[config.mk]
export PLATFORM = sky130hd
export DESIGN_NAME = rf_operand_fetch
export DESIGN_NICKNAME = d
export VERILOG_FILES = /design/src/rtl/rf_operand_fetch.sv
export SDC_FILE = /design/constraint.sdc
export NUM_CORES = 1
export LEC_CHECK = 0
export CAP_MARGIN = 5
export CELL_PAD_IN_SITES_DETAIL_PLACEMENT = 0
export CELL_PAD_IN_SITES_GLOBAL_PLACEMENT = 1
export CORE_ASPECT_RATIO = 2
export CORE_MARGIN = 10
export CORE_UTILIZATION = 30
export DETAILED_ROUTE_END_ITERATION = 8
export GPL_TIMING_DRIVEN = 0
export PLACE_DENSITY_LB_ADDON = 0.1
export SLEW_MARGIN = 5
export SYNTH_ARGS = -nofsm -noshare
export SYNTH_HDL_FRONTEND = slang
export SYNTH_SLANG_ARGS = --single-unit
[constraint.sdc]
create_clock -name clk -period 5.92 [get_ports clk]
set_input_delay 1.184 -clock clk [delete_from_list [all_inputs] [get_ports clk]]
set_output_delay 1.184 -clock clk [all_outputs]
set_load 0.01 [all_outputs]
[src/rtl/rf_operand_fetch.sv]
// Operand-fetch front end for a 32x32 register file: registered, backpressurable response with
// write-first bypass. Optional feature macro: ZERO_REG_EN (address 0 hardwired to zero).
module rf_operand_fetch #(
  parameter int unsigned AW = 5,
  parameter int unsigned DW = 32,
  parameter int unsigned CW = 16
) (
  input  logic          clk,
  input  logic          rst,
  input  logic          req_valid,
  output logic          req_ready,
  input  logic [AW-1:0] req_rs1,
  input  logic [AW-1:0] req_rs2,
  input  logic          wb_valid,
  input  logic [AW-1:0] wb_addr,
  input  logic [DW-1:0] wb_data,
  output logic          rsp_valid,
  input  logic          rsp_ready,
  output logic [DW-1:0] rsp_data1,
  output logic [DW-1:0] rsp_data2,
  output logic [CW-1:0] bypass_cnt,
  output logic [AW-1:0] ReadAddress1,
  output logic [AW-1:0] ReadAddress2,
  output logic [AW-1:0] WriteAddress,
  output logic [DW-1:0] WriteData,
  output logic          ReadWriteEn,
  input  logic [DW-1:0] ReadData1,
  input  logic [DW-1:0] ReadData2
);

  typedef enum logic {StEmpty, StFull} state_e;

  state_e        state_q, state_d;
  logic [DW-1:0] data1_q, data2_q;
  logic [DW-1:0] data1_d, data2_d;
  logic [CW-1:0] cnt_q;
  logic [CW:0]   cnt_sum;
  logic [1:0]    inc;
  logic          accept;
  logic          zero1, zero2, wb_ok;
  logic          byp1, byp2;

`ifdef ZERO_REG_EN
  assign zero1 = (req_rs1 == '0);
  assign zero2 = (req_rs2 == '0);
  assign wb_ok = (wb_addr != '0);
`else
  assign zero1 = 1'b0;
  assign zero2 = 1'b0;
  assign wb_ok = 1'b1;
`endif

  assign ReadAddress1 = req_rs1;
  assign ReadAddress2 = req_rs2;
  assign WriteAddress = wb_addr;
  assign WriteData    = wb_data;
  assign ReadWriteEn  = wb_valid && wb_ok && !rst;

  assign rsp_valid  = (state_q == StFull);
  assign req_ready  = !rsp_valid || rsp_ready;
  assign accept     = req_valid && req_ready;
  assign rsp_data1  = data1_q;
  assign rsp_data2  = data2_q;
  assign bypass_cnt = cnt_q;

  // Write-first: a same-cycle writeback wins over the stale RF read.
  assign byp1 = wb_valid && (wb_addr == req_rs1) && !zero1;
  assign byp2 = wb_valid && (wb_addr == req_rs2) && !zero2;
  assign inc  = {1'b0, byp1} + {1'b0, byp2};
  assign cnt_sum = {1'b0, cnt_q} + (CW+1)'(inc);

  always_comb begin
    state_d = state_q;
    data1_d = data1_q;
    data2_d = data2_q;
    unique case (state_q)
      StEmpty: if (accept) state_d = StFull;
      StFull: begin
        if (rsp_ready && !accept) state_d = StEmpty;
      end
      default: state_d = StEmpty;
    endcase
    if (accept) begin
      data1_d = zero1 ? '0 : (byp1 ? wb_data : ReadData1);
      data2_d = zero2 ? '0 : (byp2 ? wb_data : ReadData2);
    end
  end

  always_ff @(posedge clk or posedge rst) begin
    if (rst) begin
      state_q <= StEmpty;
      data1_q <= '0;
      data2_q <= '0;
      cnt_q   <= '0;
    end else begin
      state_q <= state_d;
      data1_q <= data1_d;
      data2_q <= data2_d;
      if (accept) cnt_q <= cnt_sum[CW] ? '1 : cnt_sum[CW-1:0];
    end
  end

endmodule

# ---- Word-level counts from Yosys, hierarchy flattened
# Cells that the tools add are included.
dict set report word_totals {
  word_cells 24
  register_bits 81
  out_inout_bits 130
}
dict set report op_classes {
  n_reduce_logical 9
  n_addsub 2
  eq_ne 2
  bitwise_logic 1
  mux 6
}
# operator n
set op_table {}
lappend op_table {{$mux 32} 2}
lappend op_table {{$add 16x2->17} 1}
lappend op_table {{$mux 16} 1}
lappend op_table {{$eq 5x5->1} 2}
lappend op_table {{$logic_and 1x1->1} 5}
lappend op_table {{$logic_not 1->1} 3}
lappend op_table {{$add 1x1->2} 1}
lappend op_table {{$mux 1} 2}
lappend op_table {{$pmux 1 s2} 1}
lappend op_table {{$logic_or 1x1->1} 1}
lappend op_table {{$not 1->1} 1}

# ---- Logic depth before layout (Yosys ltp)
# Gate-level depths: netlist of the first run.
dict set report depth {
  word_depth 7
  mapped_depth 10
  depth_no_buf 9
}

# ---- Least setup slack after synthesis of the first run
# No wires, ideal clock.
dict set report synth_path {
  path_type {input port to flip-flop}
  startpoint {in req_rs1[0]}
  endpoint {reg cnt_q[11] (netlist: bypass_cnt[11])}
  required_time_ps 5851
  t_arrival_ps 3118
  slack_ps 2732
  cell_stages 10
  setup_time_ps 69
  cell_sequence {xnor2_1 -> nand4_1 -> clkbuf_1 -> nor2_1 -> fa_1 -> and3_1 -> nand3_1 -> clkbuf_1 -> or4_2 -> nand3_1}
}
dict set report synth_via {
  elab_chain_cells 5
}
# item line_no
set synth_lines {}
lappend synth_lines {{start, declared} 12} ;# input logic [AW-1:0] req_rs1,
lappend synth_lines {{$eq 5x5->1} 67} ;# assign byp1 = wb_valid && (wb_addr == req_rs1) && !zero1;
lappend synth_lines {{$logic_and 1x1->1} 67}
lappend synth_lines {{$add 1x1->2} 69} ;# assign inc = {1'b0, byp1} + {1'b0, byp2};
lappend synth_lines {{$add 16x2->17} 70} ;# assign cnt_sum = {1'b0, cnt_q} + (CW+1)'(inc);
lappend synth_lines {{$mux 16} 99} ;# if (accept) cnt_q <= cnt_sum[CW] ? '1 : cnt_sum[CW-1:0];
lappend synth_lines {{end signal, assigned} 99}
lappend synth_lines {{end, declared} 36} ;# logic [CW-1:0] cnt_q;
# No other way between the ends.
# A chain may end at the register's enable or synchronous reset.

# ---- Final worst setup path of the first run
dict set report layout_path {
  startpoint {in req_rs1[3]}
  endpoint {reg cnt_q[11] (netlist: bypass_cnt[11])}
}
# Same word-level chain as after synthesis.

==> results of run 1 <==
final timing paths:
path                                     from              to  slack, ps
worst max-delay path               req_rs1[3]  bypass_cnt[11]       1930
worst min-delay path            rsp_data1[31]   rsp_data1[31]        520
worst max register to register      rsp_valid   rsp_data1[23]       3980
worst min register to register  rsp_data1[31]   rsp_data1[31]        520
max in group asynchronous                 rst  bypass_cnt[14]       4090
min in group asynchronous                 rst   rsp_data1[25]       1210
power groups by stage:
stage,clock (mW),sequential [mW],combinational [mW]
floorplan,0,0.708,0.182
global placement,0,0.674,0.555
detailed placement,0,0.678,0.564
CTS,0.636,0.668,0.566
global route,0.662,0.677,0.602
finish,0.624,0.668,0.557
per-stage QoR:
stage	instance area [um2]	setup WS [ps]	total power [mW]
floorplan	4500	2660	0.890
global placement	7180	1070	1.23
detailed placement	7210	1560	1.24
CTS	7540	1910	1.87
global route	7540	1650	1.94
finish	7540	1930	1.85
synth_stat cells, types with 3 or more instances:
| master | number |
|---|---|
| a21oi_1 | 55 |
| a31oi_1 | 65 |
| and2_1 | 4 |
| and3_1 | 5 |
| buf_2 | 10 |
| buf_4 | 48 |
| clkbuf_1 | 32 |
| dfrtp_1 | 81 |
| nand2_1 | 11 |
| nand3_1 | 19 |
| nand4_1 | 6 |
| nor2_1 | 71 |
| o21ai_0 | 70 |
| o31ai_1 | 3 |
| xnor2_1 | 10 |
| xor2_1 | 3 |
placed cells by master (no fill, tap or decap), types with 4 or more instances in the layout:
cell type / count
clkdlybuf4s50_1: 244
dfrtp_1: 81
nor2_1: 71
o21ai_0: 70
a31oi_1: 65
a21oi_1: 55
buf_4: 48
clkbuf_1: 32
nand3_1: 19
nand2_1: 11
xnor2_1: 10
buf_2: 10
clkbuf_16: 9
nand4_1: 6
and3_1: 5
and2_1: 4
state kept, by name, indices dropped and copies added, names as in the netlist:
name and count:
bypass_cnt 16, rsp_data1 32, rsp_data2 32, rsp_valid 1
kinds of logic after synthesis:
logic type                 count (synthesis)  synth area share
DFF                                       81             0.451
muxes                                      2           0.00501
and+or+nand+nor                          133             0.149
adders and majority gates                  2           0.00724
xor gates and xnor gates                  13            0.0253
AOI/OAI and AO/OA                        195             0.239
buffers and inverters                     95             0.124
cell type report:
| cell class | instances | area (um2) |
|---|---|---|
| clock buffers | 9 | 225 |
| multi-input cells | 345 | 1910 |
| repair buffers | 245 | 2470 |
| flip-flops and latches | 81 | 2030 |
| plain buffers | 93 | 549 |
| diodes | 1 | 2.50 |
| inverters | 2 | 10.0 |
| clock inverters | 7 | 101 |
| well taps | 195 | 244 |
| fillers | 1462 | 7200 |
worst max-delay path, cell delays in order:
cell	delay (ps)
clkdlybuf4s50_1	470
xnor2_1	280
nand4_1	380
clkbuf_1	340
nor2_1	210
fa_1	220
and3_1	200
nand3_1	90
clkbuf_1	210
or4_2	570
nand3_1	100
layer usage:
layer | vias up | GRT usage | share of wire
li1 | 2324 | - | -
met1 | 2355 | 0.200 | 0.35
met2 | 213 | 0.358 | 0.54
met3 | 35 | 0.0676 | 0.081
met4 | 0 | 0.0691 | 0.026
met5 | - | 0 | 0
==> metrics.txt, run 1 <==
status completed; Vias 4927; pin count of the biggest net entering global routing 58; Slew HR 0.584; total clock sinks 81; Mapped Nets roughly 640; die area ~0.021 mm2; Leak just over 3 nW; H-tree depth 3; # DRC 0; Yosys warnings 0; Pre-Repair DR Iteration Count 5; GPL Wtd Cong 0.797; final std cells w/o fill 978; ANT nets after route 0; max_cap viols 0; gr usage total 0.196; Worst Tran Pin Value 624 ps; clk slew on worst S/H paths about 70 ps; startpoint types input pin; Clk network pwr share 0.338; root buf cell clkbuf_16; power share of the combinational group 0.301; layout cells sized above 1 0.118; Switching Fraction 0.299; synthesized area per cell around 8.6 um2; Max IR drop VDD between 0.1 and 0.15 mV; placed cell count 961; Final Hold Vio Count 0; prevailing post-synth register cell dfrtp_1; io pins 246; Synth Cell Area 0.00450 mm2; CTS buffer count 9; RSZ-0062 raised after global routing no; hold crit path type reg2reg; Int Power 1.30 mW; Die W 107 um; setup total negative slack 0 ps; Hold WS 522 ps; CP Capture Type flip-flop; largest area contributor in the netlist dfrtp_1; Power Dens Cells 245 mW/mm2; initial antenna violation count 1; min cycle time layout 3990 ps; CP Class in2reg; Seq pwr share 0.361; Yosys cell types 36; EDFF count, synth 0; Final nets 895; hold depth 2; Synth area leaders dfrtp_1 (45%), a31oi_1 (9.0%), buf_4 (8.0%); # hold bufs at CTS 0; DRT iter0 DRCs 194; Seq/Total Area, Yosys 0.451; Tcrit/Tclk final 0.674; WL final 20.4 mm; # resized after CTS 0; fmax 0.251 GHz; grt ovf 0; Core Box Area ~0.015 mm2; post-synth top area share 0.451; Initial Util 0.305; first-pass GRT wire length around 31 mm; synthesis-stage register bit count 81; Synth Instances 521; Worst Path Arrival 4270 ps; area delta synth->final 67.7%; Final setup viols 0; R2R depth 7; Net Sw Power 0.553 mW; CTS tree done; Die Y around 190 um; Via density 5.04; worst skew pair latency 340 ps; HPWL Detailed ~16 mm; Post-synth ARST share 1.00; CTS max path bufs 2; routed len/inst 20.9 um; Setup Fix Bufs, Post-CTS 0; row count 63; Critical Path RT 6200 ps; post-layout util 0.512; number of port buffers 244; Worst Path Max Fanout 10; number of global-route vias before repair roughly 5300; Final Skew 10.7 ps; Max Slew Vio Count 0
Power figures use the tool's default switching activity.
==> inputs of run 2 (changes only) <==
CORE_UTILIZATION = 28   (was 30)
clock period = 4.1 ns   (was 5.92 ns; I/O delays follow)
==> metrics.txt, run 2 (same netlist as run 1, synthesis figures left out) <==
Worst R2R End bypass_cnt[11]; most frequent cells in the layout clkdlybuf4s50_1 (244), dfrtp_1 (81), nor2_1 (71); CTS max path bufs 2 (unchanged); RR Startpoint bypass_cnt[0]; H-tree depth 3 (unchanged); most common cell after layout, fill and taps aside clkdlybuf4s50_1; Power Dens Cells 366 mW/mm2 (+49%); min-delay src rsp_data1[13]; worst skew pair latency 340 ps (about the same); number of port buffers 244 (unchanged); layout cells sized above 1 0.115 (-0.00226); # resized after CTS 0 (unchanged); total clock sinks 81 (unchanged); fmax 0.257 GHz; Vias 4912 (-0.30%); clk slew on worst S/H paths 60 ps (about the same); pin count of the biggest net entering global routing 46 (-21%); Leak 3.05 nW (+0.34%); Crit-path slowest cell or4_2; HPWL Detailed 18.2 mm (+12%); Setup Fix Bufs, Post-CTS 0 (unchanged); CP Cell Sequence clkdlybuf4s50_1, xnor2_1, nand4_1, clkbuf_1, nor2_1, fa_1, and3_1, nand3_1, clkbuf_1, or4_2, nand3_1; Final Hold Vio Count 0 (unchanged); Critical Path RT 4370 ps (-1830 ps); status completed; max_cap viols 0 (unchanged); startpoint types input pin; min cycle time layout 3880 ps; RSZ-0062 raised after global routing no; DRT iter0 DRCs 221 (+14%); reg-to-reg slack, setup 1970 ps (-2010 ps); final std cells w/o fill 982 (+0.41%); Die Y 199 um (+3.1%); row count 65 (+3.2%); GPL Wtd Cong 0.832 (+4.3%); area delta synth->final 68.4%; Die W 110 um (+2.8%); CTS buffer count 9 (unchanged); first-pass GRT wire length 32.1 mm (+3.1%); Int Power 1.98 mW (+53%); R2R depth 6 (-1); Tcrit/Tclk final 0.947; hold crit path type reg2reg; Switching Fraction 0.284 (-0.0148); Final Skew 6.12 ps (-4.57 ps); CP Class in2reg; Pre-Repair DR Iteration Count 4 (-1); Seq pwr share 0.350 (-0.011); ANT nets after route 0 (unchanged); Worst Tran Pin Value 662 ps (+37.6 ps); CP top delay family simple AND/OR/NAND/NOR gates; routed len/inst 22.6 um (+8.3%); placed cell count 967 (+0.62%); root buf cell clkbuf_16; Worst Path Arrival 4160 ps (-110 ps); Hold Crit Endpoint rsp_data1[13]; Initial Util 0.285 (-0.0201); CP max stage delay 600 ps (+30 ps); Hold WS 531 ps (+8.56 ps); CP Capture Type flip-flop; Worst Path Max Fanout 10 (unchanged); # hold bufs at CTS 0 (unchanged); Clk network pwr share 0.358 (+0.020); Net Sw Power 0.787 mW (+42%); Core Box Area 0.0158 mm2 (+7.0%); Final setup viols 0 (unchanged); io pins 246 (unchanged); WL final 22.2 mm (+8.7%); Via density 5.00 (-0.71%); power share of the combinational group 0.291 (-0.010); crit path buf inv count 3 (unchanged); Max IR drop VDD 0.196 mV (+38%); number of global-route vias before repair 5329 (-0.26%); CTS tree done; Slew HR 0.559 (-0.0251); initial antenna violation count 1 (unchanged); gr usage total 0.198 (+0.00296); # DRC 0 (unchanged); Max Slew Vio Count 0 (unchanged); Final nets 895 (unchanged); die area 0.0218 mm2 (+6.1%); grt ovf 0 (unchanged); hold depth 2 (unchanged)
## run 2: changes by cell type in the layout (fill, tap and decap cells not counted)
cell | before | now
bufinv_16 | 2 | 4
clkinv_2 | 1 | 0
inv_6 | 2 | 1
buf_12 | 0 | 1
clkinvlp_4 | 1 | 0
inv_8 | 1 | 0
buf_16 | 1 | 0
## run 2: tightest hold or removal path: cells and delay by family (launching register included)
kind / cells / cell delay (ps)
AO/OA/AOI/OAI: 1 / 100
flip-flops: 1 / 350
AND/OR/NAND/NOR: 1 / 50
## run 2: routing by layer
| metal | share of wire | global-route usage |
|---|---|---|
| met1 | 0.32 | 0.183 |
| met2 | 0.57 | 0.387 |
| met3 | 0.069 | 0.0523 |
| met4 | 0.033 | 0.0814 |
| met5 | 0 | 0 |
## run 2: how the worst max path moves through the flow
stage          startpoint              to  slack, ps  cells after the start
2_1_floorplan         rst   bypass_cnt[0]       1200                      1
3_3_place_gp          rst   rsp_data1[17]       -430                      2
3_5_place_dp   wb_addr[1]   bypass_cnt[9]       -130                     11
4_1_cts        wb_addr[0]   bypass_cnt[9]        200                     11
5_1_grt        wb_addr[3]   bypass_cnt[9]         60                     11
6_report       wb_addr[0]  bypass_cnt[11]        220                     11
## run 2: per-stage QoR
step	utilization	total power, mW	area (um2)	worst slack, ps	setup TNS, ps
detailed placement	0.457	1.80	7210	-130	-306
finish	0.480	2.77	7570	216	0
CTS	0.480	2.80	7570	201	0
global placement	0.456	1.79	7190	-426	-34140
global route	0.480	2.89	7570	65.0	0
floorplan	-	1.29	4500	1200	0
## run 2: power groups by stage
| stage | logic, mW | clock network [mW] | registers [mW] |
|---|---|---|---|
| detailed placement | 0.818 | 0 | 0.983 |
| floorplan | 0.263 | 0 | 1.02 |
| CTS | 0.821 | 1.01 | 0.971 |
| finish | 0.806 | 0.992 | 0.970 |
| global placement | 0.808 | 0 | 0.979 |
| global route | 0.867 | 1.04 | 0.983 |
## run 2: area by class of cell
cell class | count | area (um2)
Timing Repair Buffer | 245 | 2460
Inverter | 2 | 10.0
Tap cell | 201 | 251
Multi-Input combinational cell | 345 | 1910
Sequential cell | 81 | 2030
Buffer | 93 | 549
Fill cell | 1577 | 8210
Antenna cell | 1 | 2.50
Clock buffer | 9 | 225
Clock inverter | 5 | 129
==> edit (config.mk and constraints of run 2) <==
Add a define of `ZERO_REG_EN`.
--- a/src/rtl/rf_operand_fetch.sv
+++ b/src/rtl/rf_operand_fetch.sv
@@ -1,5 +1,7 @@
 // Operand-fetch front end for a 32x32 register file: registered, backpressurable response with
 // write-first bypass. Optional feature macro: ZERO_REG_EN (address 0 hardwired to zero).
+`define ZERO_REG_EN
+
 module rf_operand_fetch #(
   parameter int unsigned AW = 5,
   parameter int unsigned DW = 32,
Behaviour: not the same (a bounded check fails within 4 cycles, from zero or initial values and one cycle with rst high).
==> edit against run 2 <==
  * Combinational power decreased by 16%
  * First-iteration DRC count decreased by 66%
  * Routed wire length decreased by 28%
  * Synthesized cell count decreased by 16%
  * Global-route usage decreased by 5.0 points
  * Sequential cell count unchanged
  * Worst setup slack got worse by 0.014 ns
  * Register-to-register slack got worse by 0.03 ns
  * Power decreased by 9.6%
  * Synthesized area decreased by 1.6%
  * Cell area decreased by 0.84%
  * Largest power group is now sequential cells
==> edit: results (changes against run 2) <==
Outcome
  • Status: finished clean

Yosys
  • Post-synthesis sequential area ratio: 45.8% (+0.74 points)
  • Fraction of registers with async set/reset: 100% (unchanged)
  • Post-Syn Instances: 440 (-16%)
  • Post-Synth Adder-Cell Area: 0.736% (+0.012 points)
  • Syn nets: 558 (-13%)
  • Synth area leaders: dfrtp_1, mux2i_1, buf_4
  • Synth cell types: 45 (+25%)
  • Multiplexer area fraction after synthesis: 14.5% (+14 points)
  • Synth Area in Compound Gates: 8.71% (-15 points)
  • Top FF cell, synth: dfrtp_1
  • Top post-synthesis cells by count: nand2_1, dfrtp_1, mux2i_1
  • Post-Synth XOR/XNOR Area: 3.96% (+1.4 points)

Final layout
  • Fraction of layout cells with a size suffix above 1: 12.9% (+1.4 points)
  • Fillers: 1533 (-2.8%)
  • Finished Layout Cells: 905 (-7.8%)
  • Number of diodes: 0 (-1)
  • Layout Nets: 818 (-8.6%)

Hold path
  • Hold path start: rsp_data2[12]
  • Hold Crit Class: reg -> reg

Placed design
  • Port Buffer Count: 245 (+0.41%)
  • Placed insts: 887 (-8.3%)
  • Placer Congestion: 0.745 (-10%)
  • DP Wirelength: 12.7 mm (-30%)

Critical path
  • Reg2reg end: bypass_cnt[4]
  • Register-to-Register Path Depth: 8 (+2)
  • Crit path launch: wb_addr[3]
  • Slowest CP cell: clkdlybuf4s50_1
  • Crit Path Max Fanout: 10 (unchanged)
  • Worst reg2reg path startpoint: bypass_cnt[0]
  • CP peak stage delay: 0.50 ns (-0.10 ns)
  • Reg2reg setup slack: 1.94 ns (-0.03 ns)

Power and ir drop
  • Power of the combinational group: 681 uW (-16%)
  • Leak Pwr: 3.12 nW (+2.1%)
  • PwrDens: 334 mW/mm^2 (-8.8%)
  • Clock network power: 876 uW (-12%)
  • Worst vdd ir: 0.194 mV (-1.0%)
  • Int Power: 1.84 mW (-7.2%)

Run
  • Max Cap Viol: 0 (unchanged)

Global routing
  • Aggregate global-route resource usage: 14.9% (-5.0 points)
  • Initial antenna violation count: 0 (-1)
  • Vias in the first global route: 4292 (-19%)
  • Global-route wire length before repair: 25.1 mm (-22%)
  • Largest net degree at the start of global routing: 47 (+2.2%)

Detailed routing
  • Routed vias/inst: 4.40 (-12%)
  • Post-DR wirelength/cell: 17.7 um (-22%)
  • Initial drt markers: 76 (-66%)

Timing
  • Least-Margin Pin Slew: 0.639 ns (-0.0233 ns)
  • Clock skew: 0.0112 ns (+0.00508 ns)

Clock tree
  • Root Buffer: clkbuf_16
  • CTS Buf Count: 9 (unchanged)
  • Clock Tree Buf Depth: 2 (unchanged)
## edit: final cells by class
type                    instances  share of cell area [%]
repair buffers                249                    33.3
flip-flops and latches         81                    27.0
multi-input cells             285                    24.8
plain buffers                  70                    7.04
well taps                     201                    3.35
clock buffers                  11                    3.23
clock inverters                 4                    1.02
inverters                       4                   0.233
## edit: layer usage
| metal | global-route usage (%) | vias to the layer above | wire, um | part of all wire [%] |
|---|---|---|---|---|
| li1 | - | 1962 | - | - |
| met1 | 18.4 | 1850 | 6690 | 42 |
| met2 | 22.8 | 160 | 7430 | 46 |
| met3 | 7.23 | 8 | 1760 | 11 |
| met4 | 3.24 | 0 | 146 | 0.91 |
| met5 | 0 | - | 0 | 0 |
## edit: worst min path at each step
| stage | slack, ns | depth (start not counted) | endpoint |
|---|---|---|---|
| after floorplan | 0.51 | 2 | rsp_data1[29] |
| after global placement | 0.46 | 2 | rsp_data1[29] |
| after detailed placement | 0.47 | 2 | rsp_data1[29] |
| after CTS | 0.49 | 2 | rsp_data1[29] |
| after global routing | 0.50 | 2 | rsp_data1[17] |
| final | 0.48 | 2 | rsp_data2[12] |
## edit: stage by stage
| stage | hold slack, ns | setup WS (ns) | instance area [sq um] | utilization (%) | setup TNS (ns) |
|---|---|---|---|---|---|
| 4_1_cts | 0.485 | 0.0487 | 7470 | 47.8 | 0 |
| 3_3_place_gp | 0.463 | -1.59 | 7130 | 45.6 | -45.07 |
| 3_5_place_dp | 0.472 | -0.280 | 7150 | 45.8 | -3.00 |
| 5_1_grt | 0.497 | -0.0154 | 7500 | 48.1 | -0.0828 |
| 6_report | 0.481 | 0.203 | 7500 | 48.1 | 0 |
| 2_1_floorplan | 0.514 | 0.326 | 4420 | - | 0 |
